**src/rtl/booth_seq_mult_ctrl.sv**
```systemverilog
// Sequential radix-4 Booth multiplier controller: 16x16 signed -> 32-bit product, one window per cycle.
// Optional macro BOOTH_EARLY_TERM_EN stops once all remaining multiplier windows encode zero.
module booth_seq_mult_ctrl (
   input  logic        clk,
   input  logic        rst_n,
   input  logic        in_valid,
   output logic        in_ready,
   input  logic [15:0] m,
   input  logic [15:0] q,
   output logic        out_valid,
   input  logic        out_ready,
   output logic [31:0] product,
   output logic        busy
);

   localparam int unsigned OP_W   = 16;
   localparam int unsigned PROD_W = 32;
   localparam int unsigned CNT_W  = 3;
   localparam int unsigned SH_W   = 5;

   typedef enum logic [1:0] {
      IDLE = 2'd0,
      RUN  = 2'd1,
      DONE = 2'd2
   } state_t;

   state_t              state;
   logic [OP_W-1:0]     m_r;
   logic [OP_W-1:0]     q_r;
   logic [PROD_W-1:0]   acc;
   logic [CNT_W-1:0]    cnt;

   logic [OP_W:0]       q_ext;
   logic [SH_W-1:0]     shamt;
   logic [2:0]          win;
   logic [PROD_W-1:0]   m_ext;
   logic [PROD_W-1:0]   pp_sel;
   logic [PROD_W-1:0]   sum_c;
   logic                last_c;
   logic                early_c;

   // q_ext[0] is the implicit q_r[-1] = 0; window i sits at q_ext[2i+2:2i]
   assign q_ext  = {q_r, 1'b0};
   assign shamt  = {1'b0, cnt, 1'b0};
   assign win    = q_ext[shamt +: 3];
   assign m_ext  = {{(PROD_W-OP_W){m_r[OP_W-1]}}, m_r};
   assign last_c = (cnt == CNT_W'(7));

   always_comb begin
      pp_sel = '0;
      unique case (win)
         3'b001, 3'b010: pp_sel = m_ext;
         3'b011:         pp_sel = m_ext << 1;
         3'b100:         pp_sel = ~(m_ext << 1) + PROD_W'(1);
         3'b101, 3'b110: pp_sel = ~m_ext + PROD_W'(1);
         default:        pp_sel = '0;
      endcase
   end

   assign sum_c = acc + (pp_sel << shamt);

`ifdef BOOTH_EARLY_TERM_EN
   // Remaining multiplier bits all equal <=> arithmetic shift leaves all-0 or all-1
   logic [OP_W:0] tail;
   assign tail    = (OP_W+1)'($signed(q_ext) >>> shamt);
   assign early_c = (tail == '0) || (tail == '1);
`else
   assign early_c = 1'b0;
`endif

   always_ff @(posedge clk) begin
      if (!rst_n) begin
         state     <= IDLE;
         m_r       <= '0;
         q_r       <= '0;
         acc       <= '0;
         cnt       <= '0;
         product   <= '0;
         in_ready  <= 1'b1;
         out_valid <= 1'b0;
         busy      <= 1'b0;
      end else begin
         unique case (state)
            IDLE: begin
               if (in_valid) begin
                  m_r      <= m;
                  q_r      <= q;
                  acc      <= '0;
                  cnt      <= '0;
                  state    <= RUN;
                  in_ready <= 1'b0;
                  busy     <= 1'b1;
               end
            end
            RUN: begin
               if (early_c) begin
                  product   <= acc;
                  state     <= DONE;
                  out_valid <= 1'b1;
               end else if (last_c) begin
                  product   <= sum_c;
                  acc       <= sum_c;
                  state     <= DONE;
                  out_valid <= 1'b1;
               end else begin
                  acc <= sum_c;
                  cnt <= cnt + CNT_W'(1);
               end
            end
            DONE: begin
               if (out_ready) begin
                  state     <= IDLE;
                  out_valid <= 1'b0;
                  busy      <= 1'b0;
                  in_ready  <= 1'b1;
               end
            end
            default: begin
               state     <= IDLE;
               out_valid <= 1'b0;
               busy      <= 1'b0;
               in_ready  <= 1'b1;
            end
         endcase
      end
   end

endmodule

```
**config.mk**
```make
export PLATFORM = sky130hd
export DESIGN_NAME = booth_seq_mult_ctrl
export DESIGN_NICKNAME = d
export VERILOG_FILES = /design/src/rtl/booth_seq_mult_ctrl.sv
export SDC_FILE = /design/constraint.sdc
export NUM_CORES = 1
export LEC_CHECK = 0
export ABC_AREA = 1
export BUFFER_PORTS_ARGS = -buffer_cell sky130_fd_sc_hd__buf_2
export CAP_MARGIN = 20
export CORE_UTILIZATION = 30
export CTS_CLUSTER_SIZE = 10
export DETAILED_ROUTE_END_ITERATION = 12
export MAX_ROUTING_LAYER = met4
export PLACE_DENSITY = 0.56
export SYNTH_ARGS = -nofsm -noshare
export SYNTH_HDL_FRONTEND = slang
export SYNTH_SLANG_ARGS = --single-unit
```
**constraint.sdc**
```tcl
create_clock -name clk -period 3.9 [get_ports clk]
set_input_delay 0.78 -clock clk [delete_from_list [all_inputs] [get_ports clk]]
set_output_delay 0.78 -clock clk [all_outputs]
set_load 0.1 [all_outputs]
```
-- After elaboration in Yosys (flattened, before gate mapping)
Index checks and enable logic that the tools add are counted.
- add/subtract/negate cells: 4
- eq/ne operators: 13
- shift operators: 2
- multiplexer cells: 18
- bitwise logic cells: 4
- reductions and logical operators: 11
- operators by type and width (kind ; count):
    32-bit case mux with 4 select lines ; 1
    32-bit by 1-bit adder with 32-bit output (second input constant) ; 2
    32-bit NOT ; 2
    32-bit case mux with 2 select lines ; 1
    32-bit adder ; 1
    32-bit two-way mux ; 1
    32-bit by 4-bit left shift with 32-bit output ; 1
    17-bit by 5-bit indexed part select with 3-bit output ; 1
    3-bit == test (second input constant) ; 4
    3-bit AND reduction ; 4
    1-bit case mux with 3 select lines ; 3
    2-bit != test (second input constant) ; 4
    3-bit by 2-bit == test with 1-bit output (second input constant) ; 2
    2-bit two-way mux ; 3
    3-bit two-way mux ; 2
    2-bit case mux with 3 select lines ; 1
    3-bit case mux with 2 select lines ; 1
    2-bit AND reduction ; 3
    1-bit two-way mux ; 5
    2-bit OR reduction ; 2
    3-bit by 1-bit adder with 3-bit output (second input constant) ; 1
    3-bit by 1-bit == test with 1-bit output (second input constant) ; 1
    2-bit by 1-bit == test with 1-bit output (second input constant) ; 1
    2-bit == test (second input constant) ; 1
    other kinds (3) ; 4
- bits in registers: 104
- input bits: 36
- word-level logic and storage cells: 61

-- Longest topological paths before layout
- depth in word-level cells: 7
- gate-level depth with buffers: 38

-- Least setup slack after synthesis
OpenSTA, ideal clock, no wires.
- path kind: reg2reg
- from: reg m_r[1]
- to: reg product[29]
- library setup time: 0.118 ns
- arrival: 3.615 ns
- required time: 3.782 ns
- path slack: 0.167 ns
- cell stages (with the launch flop): 30
- buffers on the path: 0
- clock period less this slack: 3.733 ns
- cells stage by stage: dfxtp_1 -> inv_1 -> ha_1 -> nand3_1 -> nor2_2 -> nand3_1 -> nor2_1 -> inv_1 -> o21ai_0 -> o21ai_1 -> nor2_1 -> nand2_1 -> nand3_1 -> o21a_1 -> o21ai_2 -> ha_1 -> nand2_1 -> nor2_1 -> inv_1 -> nor3_1 -> nand3_1 -> nand3_1 -> nand2_1 -> o211ai_1 -> a21oi_1 -> or2_2 -> nand2_1 -> nand2_1 -> o211ai_1 -> inv_1
- word-level cells in the longest chain between the ends: 5
- elaborated cells between the ends (all ways): 7
- those cells by class: 3 x add/sub; 1 x shift; 1 x mux; 2 x bitwise
- RTL lines (item ; line ; RTL):
    start, declared ; 28 ; logic [OP_W-1:0] m_r;
    start signal, assigned ; 86 ; m_r <= m;
    32-bit NOT, on equally long branches ; 55, 54 ;
    32-bit by 1-bit adder with 32-bit output, on equally long branches ; 55, 54 ;
    32-bit case mux with 4 select lines * ; 51 ; unique case (win)
    32-bit by 4-bit left shift with 32-bit output * ; 60 ; assign sum_c = acc + (pp_sel << shamt);
    32-bit adder * ; 60 ;
    end signal, assigned ; 101 ; product <= sum_c;
    end, declared ; 12 ; output logic [31:0] product,
Every way passes the cells marked *; elsewhere a longest branch is shown, timed or not.
A chain may end at the register's enable or synchronous reset.

-- Final worst setup path
- from: reg cnt[0]
- to: reg product[30]
- word-level cells in the longest chain between the ends: 6
- elaborated cells between the ends (all ways): 14
- those cells by class: 1 x add/sub; 7 x eq/ne; 2 x shift; 1 x mux; 3 x reduce/logical
- RTL lines (item ; line ; RTL):
    start, declared ; 31 ; logic [CNT_W-1:0] cnt;
    start signal, assigned ; 107 ; cnt <= cnt + CNT_W'(1);
    17-bit by 5-bit indexed part select with 3-bit output ; 45 ; assign win = q_ext[shamt +: 3];
    3-bit == test (tied with other cells) ; 51 ;
    2-bit OR reduction ; 51 ;
    32-bit case mux with 4 select lines ; 51 ;
    32-bit by 4-bit left shift with 32-bit output ; 60 ;
    32-bit adder ; 60 ;
Several ways; a longest one is shown, not always the timed one.

==> impl_metrics.tcl <==
set metrics [dict create \
    num_vias 7795 \
    ir_drop_v 0.000218 \
    synth-main-ff-cell "dfxtp_1" \
    antenna_left 0 \
    synthAdderAreaFrac 0.0625 \
    synthSimpleGateAreaFrac 0.268 \
    cts_htree_levels 3 \
    grt.total_usage 0.188 \
    antenna_found_initial 0 \
    synth_xor_area_frac 0.0383 \
    path_max_fanout 5 \
    hold_viol_final 0 \
    drive_gt1_frac 0.395 \
    drc_errors 0 \
    syn_inst 1085 \
    grt_overflow 0 \
    final_net_count 1412 \
    hp-class "reg2reg" \
    max_freq_mhz 243 \
    finalWorstSetupSlack_ps -214 \
    ys_ff_latch 104 \
    ctsHoldBuffers 0 \
    ys_async_sr_fraction 0 \
    r2r_slack_ps -210 \
    fin_total_pwr_mw 5.42 \
    power_density_nw_per_um2 499 \
    grt_pass1_vias 7573 \
    final_cell_mix "234 x nand2_1, 207 x buf_4, 104 x inv_1" \
    finalWorstPathRequiredPeriod_ps 4110 \
    routed_wl_mm 22.5 \
    core_um2 23700 \
    grt_pass1_wl_mm 36.7 \
    num_antenna_cells 0 \
    area_growth_pct 48.5 \
    synth_top_family_by_area "simple AND/OR/NAND/NOR gates" \
    max_cap_viol_count 0 \
    first_pass_iters 5 \
    grt_max_degree 66 \
    critPathMostFrequentCell "nand2_1" \
    synth-compound-area-share 0.247 \
    worstSetupEndpointType "register" \
    critical_path_class "reg2reg" \
    muxShareOfSynthArea 0.00273 \
    clock_path_buffers 2 \
    cts_buffers 9 \
    failed_checks "setup timing" \
    ys_seq_area_frac 0.284 \
    final_max_slew_viol_count 0 \
    cp_slowest_stage_delay_ps 400 \
    die_area_um2 25000 \
    crit_arrival_ps 4380 \
    fin_crit_sh 1.05 \
    critPathRequiredTime_ps 4170 \
    wl_per_cell_um 13.5 \
    cpMaxStageDelayCell "dfxtp_4" \
    clock-root-buffer "clkbuf_16" \
    yosysWarnings 0 \
    drt_iter0_markers 331 \
    gp_congestion 0.900 \
    tightest_slew_ps 807 \
    rsz0062_at_grt "true" \
    clkTransAtPathRegs_ps 80 \
    synth-edff-count 0 \
    slew_headroom 0.461 \
    port_buffers 70 \
    initial_core_util 0.309 \
    dpl.hpwl_mm 16.0 \
    numClockSinks 104 \
    fin_util 0.459 \
    dieHeight_um 158 \
    status "finished with violations" \
    ios 71 \
    syn_area_um2 7320 \
    placement_rows 56 \
    viasPerCell 4.68 \
    synth_nets 1157 \
    crit_path_start_kind "register" \
    clkLatencyLatePin_ps 370 \
    final_common_cell "nand2_1" \
    skew_ps 13.6 \
    setup_viol 20 \
    p_leak_nw 5.19 \
    cts_tree "built" \
    ys_types 54 \
    avgSynthCellArea_um2 6.75 \
    die_x_um 158 \
]
[worst paths after layout]
check        startpoint          end  depth (start not counted)
max reg2reg      cnt[0]  product[30]                         32
min                busy         busy                          2
max              cnt[0]  product[30]                         32
min reg2reg        busy         busy                          2
[area by class of cell]
type                       count  area [um^2]
clock buffer                   9          225
clock inverter                 7         88.8
fill                        2432        12800
inverter                     117          479
multi-input combinational    813         5430
sequential                   104         2090
tap                          319          399
timing repair buffer         294         2160
timing repair inverter         1         8.76
[state kept, by name (all words and copies together) (netlist names)]
signal     cells
acc           32
state          2
in_ready       1
cnt            3
q_r           16
m_r           16
product       32
busy           1
out_valid      1
[report_power, final]
part	leakage [nW]	switching, mW	internal (mW)
registers	0.849	0.0646	1.17
clock network	0.150	0.476	0.513
logic	4.19	1.71	1.49
[layer usage]
| metal | vias to the layer above | global-route usage | routed length [um] |
|---|---|---|---|
| met3 | 25 | 0.0216 | 541 |
| met4 | 0 | 0.0531 | 377 |
| met1 | 3556 | 0.236 | 10600 |
| li1 | 4098 | - | - |
| met2 | 116 | 0.318 | 11000 |
| met5 | - | - | 0 |
[cell families (layout without fill, tap and decap cells)]
logic type / Yosys count / count (layout)
mux: 2 / 2
compound gates: 306 / 306
flops: 104 / 104
xor+xnor: 32 / 32
simple gates: 437 / 437
fa+ha+maj: 36 / 36
buf+inv: 168 / 428
[per-stage QoR]
stage          setup WS [ps]  cells  hold WS, ps  area (um^2)  setup TNS (ps)
6_report                -214   1664          468        10900           -1820
3_3_place_gp            -357   1610          455         9260           -7040
2_1_floorplan            167   1085          429         7320               0
5_1_grt                 -512   1664          494        10900          -13360
4_1_cts                 -157   1646          471        10300           -1550
3_5_place_dp            -409   1610          460         9260           -8060
[repair_timing]
| item | CTS | global route |
|---|---|---|
| pin swaps | 45 | 33 |
| endpoints found under the setup margin | 40 | 48 |
| buffers inserted | 19 | 18 |
| endpoints found under the hold margin | 0 | 0 |
| gates cloned | 1 | 1 |
| gates resized for setup | 126 | 92 |
[worst max-delay path: cells and delay by family (launching register included)]
kind | cells | cell delay [ps]
and+or+nand+nor | 18 | 1580
AOI/OAI and AO/OA | 6 | 850
buffers and inverters | 6 | 660
DFF | 1 | 400
adders and majority gates | 1 | 330
xor gates and xnor gates | 1 | 160
[Yosys cell counts, drive strengths merged (2+ instances only)]
cell,number,share of area
o21a,3,0.0031
or2,6,0.0051
ha,35,0.060
o211ai,11,0.012
dfxtp,104,0.28
xnor2,10,0.012
a22oi,2,0.0020
inv,117,0.062
o21ai,125,0.094
nor2,81,0.047
nand3,52,0.046
a21oi,114,0.079
nand4,5,0.0043
a21o,4,0.0041
clkbuf,34,0.017
buf,17,0.018
xor2,22,0.026
o21bai,26,0.027
nand2,280,0.15
nor3,7,0.0077
a31oi,3,0.0026
mux2i,2,0.0027
o22ai,11,0.015
a21boi,3,0.0031
nor4,4,0.0034
Note: power is estimated with default switching activity, not from simulation.
